[src/rtl/if_stage_params.sv]
// Shared types and constants for the IF stage: ID->IF branch bus, IF->ID instruction bus,
// and the instruction SRAM request bundle.
package if_stage_params;

  localparam logic [31:0] RESET_PROGRAM_COUNT = 32'hBFC0_0000;

  typedef struct packed {
    logic        taken;
    logic [31:0] target;
  } IDToIFBranchBusData;

  typedef struct packed {
    logic        valid;
    logic [31:0] program_count;
    logic [31:0] instruction;
  } IFToIDInstructionBusData;

  typedef struct packed {
    logic        en;
    logic [31:0] addr;
  } InstructionSramRequest;

endpackage

[src/rtl/if_stage_fetch_unit_buffer.sv]
// Holds the SRAM read word while ID back-pressures, since SRAM data is only valid for one
// cycle after its request.
module if_instruction_buffer (
  input  logic        clock,
  input  logic        reset,
  input  logic        if_valid,
  input  logic        id_allow_in,
  input  logic [31:0] inst_sram_rdata,
  output logic [31:0] instruction
);

  logic        buffer_valid;
  logic [31:0] buffer_data;

  // Capture only on the first stalled cycle; later cycles see garbage on rdata.
  always_ff @(posedge clock) begin
    if (reset) begin
      buffer_valid <= 1'b0;
      buffer_data  <= '0;
    end else if (id_allow_in) begin
      buffer_valid <= 1'b0;
    end else if (if_valid && !buffer_valid) begin
      buffer_valid <= 1'b1;
      buffer_data  <= inst_sram_rdata;
    end
  end

  assign instruction = buffer_valid ? buffer_data : inst_sram_rdata;

endmodule

[src/rtl/if_stage_fetch_unit.sv]
// Instruction-fetch stage: next-PC generation with MIPS delay-slot redirect and SRAM request.
// Optional macro IF_STALL_COUNTER_EN adds the if_stall_cycles back-pressure counter port.
module if_stage_fetch_unit
  import if_stage_params::*;
#(
  parameter logic [31:0] RESET_PC = RESET_PROGRAM_COUNT
) (
  input  logic                    clock,
  input  logic                    reset,
  input  logic                    id_allow_in,
  input  IDToIFBranchBusData      branch_bus,
  output IFToIDInstructionBusData if_to_id_bus,
  output logic                    inst_sram_en,
  output logic [31:0]             inst_sram_addr,
`ifdef IF_STALL_COUNTER_EN
  output logic [31:0]             if_stall_cycles,
`endif
  input  logic [31:0]             inst_sram_rdata
);

  logic                  if_valid;
  logic [31:0]           if_pc;
  logic                  pending_valid;
  logic [31:0]           pending_target;
  logic                  if_ready_go;
  logic                  if_allow_in;
  logic                  redirect;
  logic [31:0]           redirect_target;
  logic [31:0]           next_pc;
  logic [31:0]           instruction;
  InstructionSramRequest sram_request;

  assign if_ready_go = 1'b1;
  assign if_allow_in = !if_valid || (if_ready_go && id_allow_in);

  // A redirect needs the delay slot already held in IF, hence the if_valid qualifier.
  always_comb begin
    redirect          = (branch_bus.taken || pending_valid) && if_valid;
    redirect_target   = branch_bus.taken ? branch_bus.target : pending_target;
    next_pc           = redirect ? redirect_target : if_pc + 32'd4;
    sram_request.en   = !reset && if_allow_in;
    sram_request.addr = reset ? RESET_PC : next_pc;
  end

  assign inst_sram_en   = sram_request.en;
  assign inst_sram_addr = sram_request.addr;

  always_ff @(posedge clock) begin
    if (reset) begin
      if_valid <= 1'b0;
      if_pc    <= RESET_PC - 32'd4;
    end else if (sram_request.en) begin
      if_valid <= 1'b1;
      if_pc    <= next_pc;
    end
  end

  // Taken with an empty IF means the delay slot is not fetched yet; remember the target.
  always_ff @(posedge clock) begin
    if (reset) begin
      pending_valid  <= 1'b0;
      pending_target <= '0;
    end else if (branch_bus.taken && !if_valid) begin
      pending_valid  <= 1'b1;
      pending_target <= branch_bus.target;
    end else if (redirect && sram_request.en) begin
      pending_valid  <= 1'b0;
    end
  end

  if_instruction_buffer u_buffer (
    .clock           (clock),
    .reset           (reset),
    .if_valid        (if_valid),
    .id_allow_in     (id_allow_in),
    .inst_sram_rdata (inst_sram_rdata),
    .instruction     (instruction)
  );

  assign if_to_id_bus = '{valid: if_valid, program_count: if_pc, instruction: instruction};

`ifdef IF_STALL_COUNTER_EN
  always_ff @(posedge clock) begin
    if (reset) begin
      if_stall_cycles <= '0;
    end else if (if_valid && !id_allow_in) begin
      if_stall_cycles <= if_stall_cycles + 32'd1;
    end
  end
`endif

endmodule

[config.mk]
export PLATFORM = sky130hd
export DESIGN_NAME = if_stage_fetch_unit
export DESIGN_NICKNAME = d
export VERILOG_FILES = /design/src/rtl/if_stage_params.sv /design/src/rtl/if_stage_fetch_unit_buffer.sv /design/src/rtl/if_stage_fetch_unit.sv
export SDC_FILE = /design/constraint.sdc
export NUM_CORES = 1
export LEC_CHECK = 0
export ABC_AREA = 1
export ABC_CLOCK_PERIOD_IN_PS = 2000
export BUFFER_PORTS_ARGS = -buffer_cell sky130_fd_sc_hd__buf_2
export CAP_MARGIN = 20
export CORE_ASPECT_RATIO = 0.75
export CORE_MARGIN = 5
export CORE_UTILIZATION = 40
export CTS_CLUSTER_SIZE = 28
export DETAILED_ROUTE_END_ITERATION = 8
export MAX_ROUTING_LAYER = met4
export PLACE_DENSITY = 0.65
export SLEW_MARGIN = 20
export SYNTH_ARGS = -nofsm -noshare
export SYNTH_HDL_FRONTEND = slang
export SYNTH_SLANG_ARGS = --single-unit
[constraint.sdc]
create_clock -name clock -period 2 [get_ports clock]
set_clock_uncertainty 0.2 [all_clocks]
set_input_delay 0.2 -clock clock [delete_from_list [all_inputs] [get_ports clock]]
set_output_delay 0.2 -clock clock [all_outputs]
set_load 0.02 [all_outputs]
==> summary.md, run 1 <==
| Metric | Value |
|---|---|
| Total Routing Usage GR | `0.243` |
| Post-Route Setup TNS | `-8.41 ns` |
| Top cells by area, synth | `dfxtp_1 36%, nand2_1 20%, o21ai_0 8.3%` |
| Synth Instances | `just under 900` |
| Fin cells | `around 1,300` |
| DR iter-0 viols | `between 400 and 500` |
| YS warnings | `0` |
| CTS buffer count | `9` |
| Maximum clock insertion buffer count | `2` |
| Net Switching | `2.30 mW` |
| Placer Congestion | `~0.95` |
| Root Driver | `clkbuf_16` |
| Violated checks | `negative setup slack` |
| Vias | `a little under 7,000` |
| DIE AREA | `between 15,000 and 20,000 sq um` |
| Slowest CP cell | `dfxtp_2` |
| RSZ-0062 raised after global routing | `true` |
| Crit path kind | `reg2out` |
| 1st-pass router iterations | `5` |
| Relative slew slack | `0.565` |
| Placed Area | `about 7000 sq um` |
| Slew Viols, Final | `0` |
| Initial antenna violation count | `0` |
| Fill count | `between 1,000 and 1,500` |
| Leakage | `4.14 nW` |
| Setup violations, final | `34` |
| Yosys cell types | `32` |
| Max incr delay on CP | `between 0.3 and 0.4 ns` |
| Seq/Total Area, Yosys | `0.358` |
| Critical path endpoint category | `output port` |
| Power consumption | `between 6 and 7 mW` |
| Seq pwr share | `0.357` |
| DRC violation count after routing | `0` |
| Crit path time final | `between 2 and 2.5 ns` |
| Routed Antenna Nets | `0` |
| First-pass GRT wire length | `~32,000 um` |
| Die Y | `roughly 110 um` |
| Via density | `between 5 and 6` |
| WP data arrival | `~2 ns` |
| P&R area growth vs syn | `57.8%` |
| # H-tree levels | `3` |
| Nature of the critical path startpoint | `flop` |
| Synth Register Bits | `99` |
| Final period utilization | `1.20` |
| Power density over cell area | `about 720 nW/um^2` |
| Crit-path max FO | `4` |
| Vias in the first global route | `about 6,300` |
| CTS sink count | `99` |
| Most frequent CP cell | `nand2_1` |
| I/O Pins | `~170` |
| Buffers on Ports | `165` |
| Overflow after GRT | `0` |
| Slew @ Worst Pin | `around 0.65 ns` |
| Initial Util | `0.406` |
| Post-DP HPWL | `between 10,000 and 15,000 um` |
| Drt wl/cell | `roughly 15 um` |
| Hold Fails Final Rpt | `0` |
| FMAX | `between 0.4 and 0.5 GHz` |
| Mapped Nets | `just under 1,000` |
| Core ar. | `approximately 14,000 sq um` |
| Synth top area share | `0.358` |
| Status | `finished with violations` |
| Clk pwr share | `0.281` |
| Final instance area | `8720 sq um` |
| Switching Share | `0.365` |
| Layout cells sized above 1 | `0.356` |
| VDD IR max | `0.497 mV` |
| CP Cell Sequence | `ha_4 > nand2_4 > nor2_4 > nand3b_1 > buf_4 > inv_4 > nand2_1 > nand2_1 > nand2_1 > nand2_2 > nand3_2 > buf_6` |
| Placed Cells | `between 1,000 and 1,500` |
| Final setup margin | `-0.392 ns` |
| Comb pwr share | `0.362` |
| Largest net degree at the start of global routing | `between 60 and 70` |
| Worst slack, placed | `-0.0323 ns` |
| Clock transition at path regs | `roughly 0.07 ns` |
| Power Internal | `around 4 mW` |
| Data required, critical path | `between 1.5 and 2 ns` |
| Post-Syn Area | `roughly 5500 sq um` |
| Register area | `2030 sq um` |
| Clk Latency, worst-skew pair | `0.36 ns` |
| Yosys top cell by area | `dfxtp_1` |
| Routed WL | `approximately 20,000 um` |
| Max-Cap Viols | `0` |
| Area of the multi-input gates | `3460 sq um` |
| Number of inserted diodes | `0` |
| Die Wd | `between 100 and 150 um` |
| Syn Area/Cell | `roughly 6.2 sq um` |
| Type of the most critical hold path | `in2reg` |
| TritonCTS clock tree | `done` |
| Rows | `37` |
| Final #Nets | `1,238` |
flip-flops by register name, indices dropped and copies added (netlist names):
register and count:
if_pc 32, u_buffer.buffer_valid 1, pending_valid 1, u_buffer.buffer_data 32, if_valid 1, pending_target 32
stage by stage:
stage               hold slack, ns   util
finish                      0.0249  0.641
global route                0.0720  0.641
detailed placement           0.240  0.503
CTS                         0.0228  0.610
global placement             0.236  0.503
floorplan                   0.0728      -
logic make-up after synthesis:
group	after synthesis	share of synthesized area
AO/OA/AOI/OAI	189	0.185
XOR/XNOR	7	0.0111
adder cells (fa/ha/maj)	1	0.00226
buffers and inverters	126	0.0923
flip-flops	99	0.358
multiplexers	1	0.00181
AND/OR/NAND/NOR	469	0.349
synthesized netlist by cell type, drive strengths merged:
cell type  instances
a211oi             2
nand4              1
ha                 1
xor2               7
nand3b            10
nand3             45
or2                4
o21ai             96
a221oi             3
buf               21
a31oi              2
inv               73
dfxtp             99
and2               1
clkinv             1
o31ai              1
clkbuf            31
a21oi             68
o21bai             3
o211ai            14
nor2             113
mux2i              1
nand2            295
cell type report:
class | count | area share
multi-input cells | 667 | 0.397
flip-flops and latches | 99 | 0.232
clock inverters | 6 | 0.00631
repair buffers | 318 | 0.278
clock buffers | 10 | 0.0274
inverters | 74 | 0.0336
well taps | 175 | 0.0251
layer usage:
layer,global-route usage,part of all wire
met1,0.338,0.46
met2,0.363,0.45
met3,0.0545,0.075
met4,0.0528,0.014
met5,-,0
layout by cell type, fill, tap and decap left out, types with 9 or more instances in the layout:
cell and instances:
inv_1 62, nand2_1 256, o21ai_0 88, nand3_2 14, a21oi_1 63, buf_4 78, dlygate4sd3_1 63, nor2_4 17
buf_2 135, dfxtp_2 19, o211ai_1 14, nand3_1 27, clkbuf_16 9, nor2_1 75, buf_6 35, nor2_2 21
nand3b_1 10, dfxtp_1 74, nand2_2 32
final timing paths:
kind	from	endpoint	slack, ns	depth (start not counted)
setup / recovery	if_pc[3]	inst_sram_addr[28]	-0.39	12
hold / removal	inst_sram_rdata[29]	u_buffer.buffer_data[29]	0.02	3
setup reg to reg	if_pc[3]	if_pc[18]	-0.29	15
hold reg to reg	u_buffer.buffer_data[16]	u_buffer.buffer_data[16]	0.25	2
power groups by stage:
stage	Combinational (mW)	Sequential [mW]	Clock [mW]
6_report	2.29	2.25	1.77
5_1_grt	2.49	2.27	1.87
4_1_cts	2.04	2.23	1.79
3_5_place_dp	1.69	2.26	0
3_3_place_gp	1.69	2.26	0
2_1_floorplan	0.958	2.34	0
critical path, delay by kind of cell (launching register included):
family	cells	cell delay, ns
adder cells (fa/ha/maj)	1	0.15
buffers and inverters	3	0.41
flip-flops	1	0.36
AND/OR/NAND/NOR	8	0.73
timing repair:
item,CTS,global route
gates cloned,0,0
setup endpoints to repair,32,38
hold buffers,63,0
endpoints found under the hold margin,64,0
pin swaps,25,44
buffers inserted,25,19
resized for setup,112,110
Note: power is estimated with default switching activity, not from simulation.
==> run 2: changes to the inputs <==
Settings changed: CAP_MARGIN 20 to 10, CORE_UTILIZATION 40 to 52, PLACE_DENSITY 0.65 to 0.81.
==> run 2 against run 1 <==
  * Count of clock-buffer cells in the layout grew 1
  * Sequential power is essentially flat
  * The flow still finishes with violations (negative setup slack)
  * Critical endpoint is now inst_sram_addr[6]
  * Maximum frequency shrank 1.0%
  * Routed wire length grew 5.6%
==> summary.md, run 2 (synthesis results as in run 1) <==
| Metric | Value |
|---|---|
| R2R setup slack | `about 0.07 ns` |
| Rows | `32` |
| Hold Path Depth | `3` |
| Die Wd | `approximately 130 um` |
| Most frequent cells in the layout | `271 x nand2_1, 143 x buf_2, 86 x o21ai_0, 76 x nor2_1, 76 x dfxtp_1` |
| FF-to-FF path depth | `12` |
| Fill count | `629` |
| Number of inserted diodes | `0` |
| Register area | `~2000 sq um` |
| Relative slew slack | `0.562` |
| Largest net degree at the start of global routing | `63` |
| Placer Congestion | `0.942` |
| Final period utilization | `1.21` |
| Data required, critical path | `1.60 ns` |
| First-pass GRT wire length | `30,500 um` |
| Total Routing Usage GR | `0.302` |
| Clock transition at path regs | `about 0.070 ns` |
| P&R area growth vs syn | `52.8%` |
| Routed WL | `~21,000 um` |
| Die Y | `99.3 um` |
| Routed Antenna Nets | `0` |
| FMAX | `about 0.41 GHz` |
| TritonCTS clock tree | `done` |
| Type of the most critical hold path | `in2reg` |
| Placed Cells | `1,188` |
| Max-Cap Viols | `0` |
| Final setup margin | `-0.416 ns` |
| Largest regs | `if_pc: 32 flops, pending_target: 32 flops, u_buffer.buffer_data: 32 flops` |
| Reg-to-reg endpoint | `if_pc[12]` |
| Via density | `approximately 5.5` |
| Crit path time final | `2.42 ns` |
| Power density over cell area | `between 700 and 800 nW/um^2` |
| Setup violations, final | `31` |
| Area of the multi-input gates | `approximately 3400 sq um` |
| Vias in the first global route | `6,193` |
| Leakage | `about 4.1 nW` |
| Root Driver | `clkbuf_16` |
| Clk Latency, worst-skew pair | `between 0.3 and 0.4 ns` |
| Final core utilization | `0.818` |
| Layout cells sized above 1 | `0.326` |
| Crit path kind | `reg2out` |
| Buffers on Ports | `between 150 and 200` |
| Slowest CP cell | `dfxtp_2` |
| Post-DP HPWL | `12,700 um` |
| CTS buffer count | `9` |
| Drt wl/cell | `between 15 and 20 um` |
| Slew Viols, Final | `0` |
| RSZ-0062 raised after global routing | `true` |
| Fin cells | `around 1,300` |
| Setup crit start | `if_pc[2]` |
| Hold Slack | `~0.021 ns` |
| Reg-to-reg startpoint | `if_pc[2]` |
| WP data arrival | `just over 2 ns` |
| Nature of the critical path startpoint | `flop` |
| DR iter-0 viols | `about 730` |
| Crit-path max FO | `2` |
| # H-tree levels | `3` |
| Violated checks | `negative setup slack` |
| Slew @ Worst Pin | `0.657 ns` |
| Vias | `~7,000` |
| Crit path to | `inst_sram_addr[6]` |
| Most common cell after layout, fill and taps aside | `nand2_1` |
| Overflow after GRT | `0` |
| Max incr delay on CP | `0.34 ns` |
| Initial Util | `0.535` |
| VDD IR max | `0.547 mV` |
| Critical path endpoint category | `output port` |
| 1st-pass router iterations | `5` |
| Initial antenna violation count | `0` |
| Core ar. | `about 10,000 sq um` |
| DRC violation count after routing | `0` |
| CTS sink count | `99` |
| CP Cell Sequence | `ha_4 > nand2_4 > inv_1 > buf_4 > a21oi_1 > o21ai_0 > o31ai_1 > inv_1 > nor2_1 > buf_4` |
| Status | `finished with violations` |
| DIE AREA | `between 10,000 and 15,000 sq um` |
| Maximum clock insertion buffer count | `2` |
| Final #Nets | `1,224` |
| Hold Fails Final Rpt | `0` |
| I/O Pins | `166` |
## run 2: worst min-delay path by stage
stage	from	to	slack, ns
4_1_cts	inst_sram_rdata[29]	u_buffer.buffer_data[29]	0.01
2_1_floorplan	id_allow_in	u_buffer.buffer_valid	0.07
3_5_place_dp	u_buffer.buffer_data[6]	u_buffer.buffer_data[6]	0.24
5_1_grt	inst_sram_rdata[29]	u_buffer.buffer_data[29]	0.06
6_report	inst_sram_rdata[29]	u_buffer.buffer_data[29]	0.02
3_3_place_gp	id_allow_in	u_buffer.buffer_valid	0.23
## run 2: what timing repair did
item	CTS	global route
hold endpoints to repair	65	0
resized for setup	73	95
gates cloned	1	3
hold buffers	63	0
pin swaps	13	28
buffers inserted	13	14
endpoints found under the setup margin	31	56
## run 2: layer usage
layer / vias to the layer above / wire (um) / GRT usage
met4: 0 / 814 / 0.0952
met5: - / 0 / -
li1: 3384 / - / -
met3: 103 / 2510 / 0.0617
met2: 456 / 9610 / 0.459
met1: 3181 / 8330 / 0.403
## run 2: metrics by stage
step           power [mW]  setup TNS, ns  worst slack [ns]  area, sq um
3_3_place_gp         3.87              0            0.0347         6730
6_report             6.37          -7.01            -0.416         8450
5_1_grt              6.62          -9.41            -0.474         8450
4_1_cts              6.03          -6.01            -0.319         8000
3_5_place_dp         3.89       -0.00477          -0.00477         6730
2_1_floorplan        3.30       -0.00500          -0.00500         5550
## run 2: report_power, final
| group | switching [mW] | internal (mW) |
|---|---|---|
| logic | 1.32 | 0.866 |
| registers | 0.123 | 2.13 |
| clock network | 0.794 | 1.14 |
## run 2: critical path: cells and delay by family (launching register included)
kind                       cells  cell delay [ns]
AOI/OAI and AO/OA              3             0.52
adders and majority gates      1             0.17
DFF                            1             0.34
and+or+nand+nor                2             0.18
buffers and inverters          4             0.46
## run 2: layout make-up
cell class                 instances  share of cell area
sequential                        99               0.239
inverter                          74              0.0344
clock buffer                      11              0.0287
tap                              136              0.0201
timing repair buffer             304               0.267
multi-input combinational        667               0.401
clock inverter                     5             0.00992
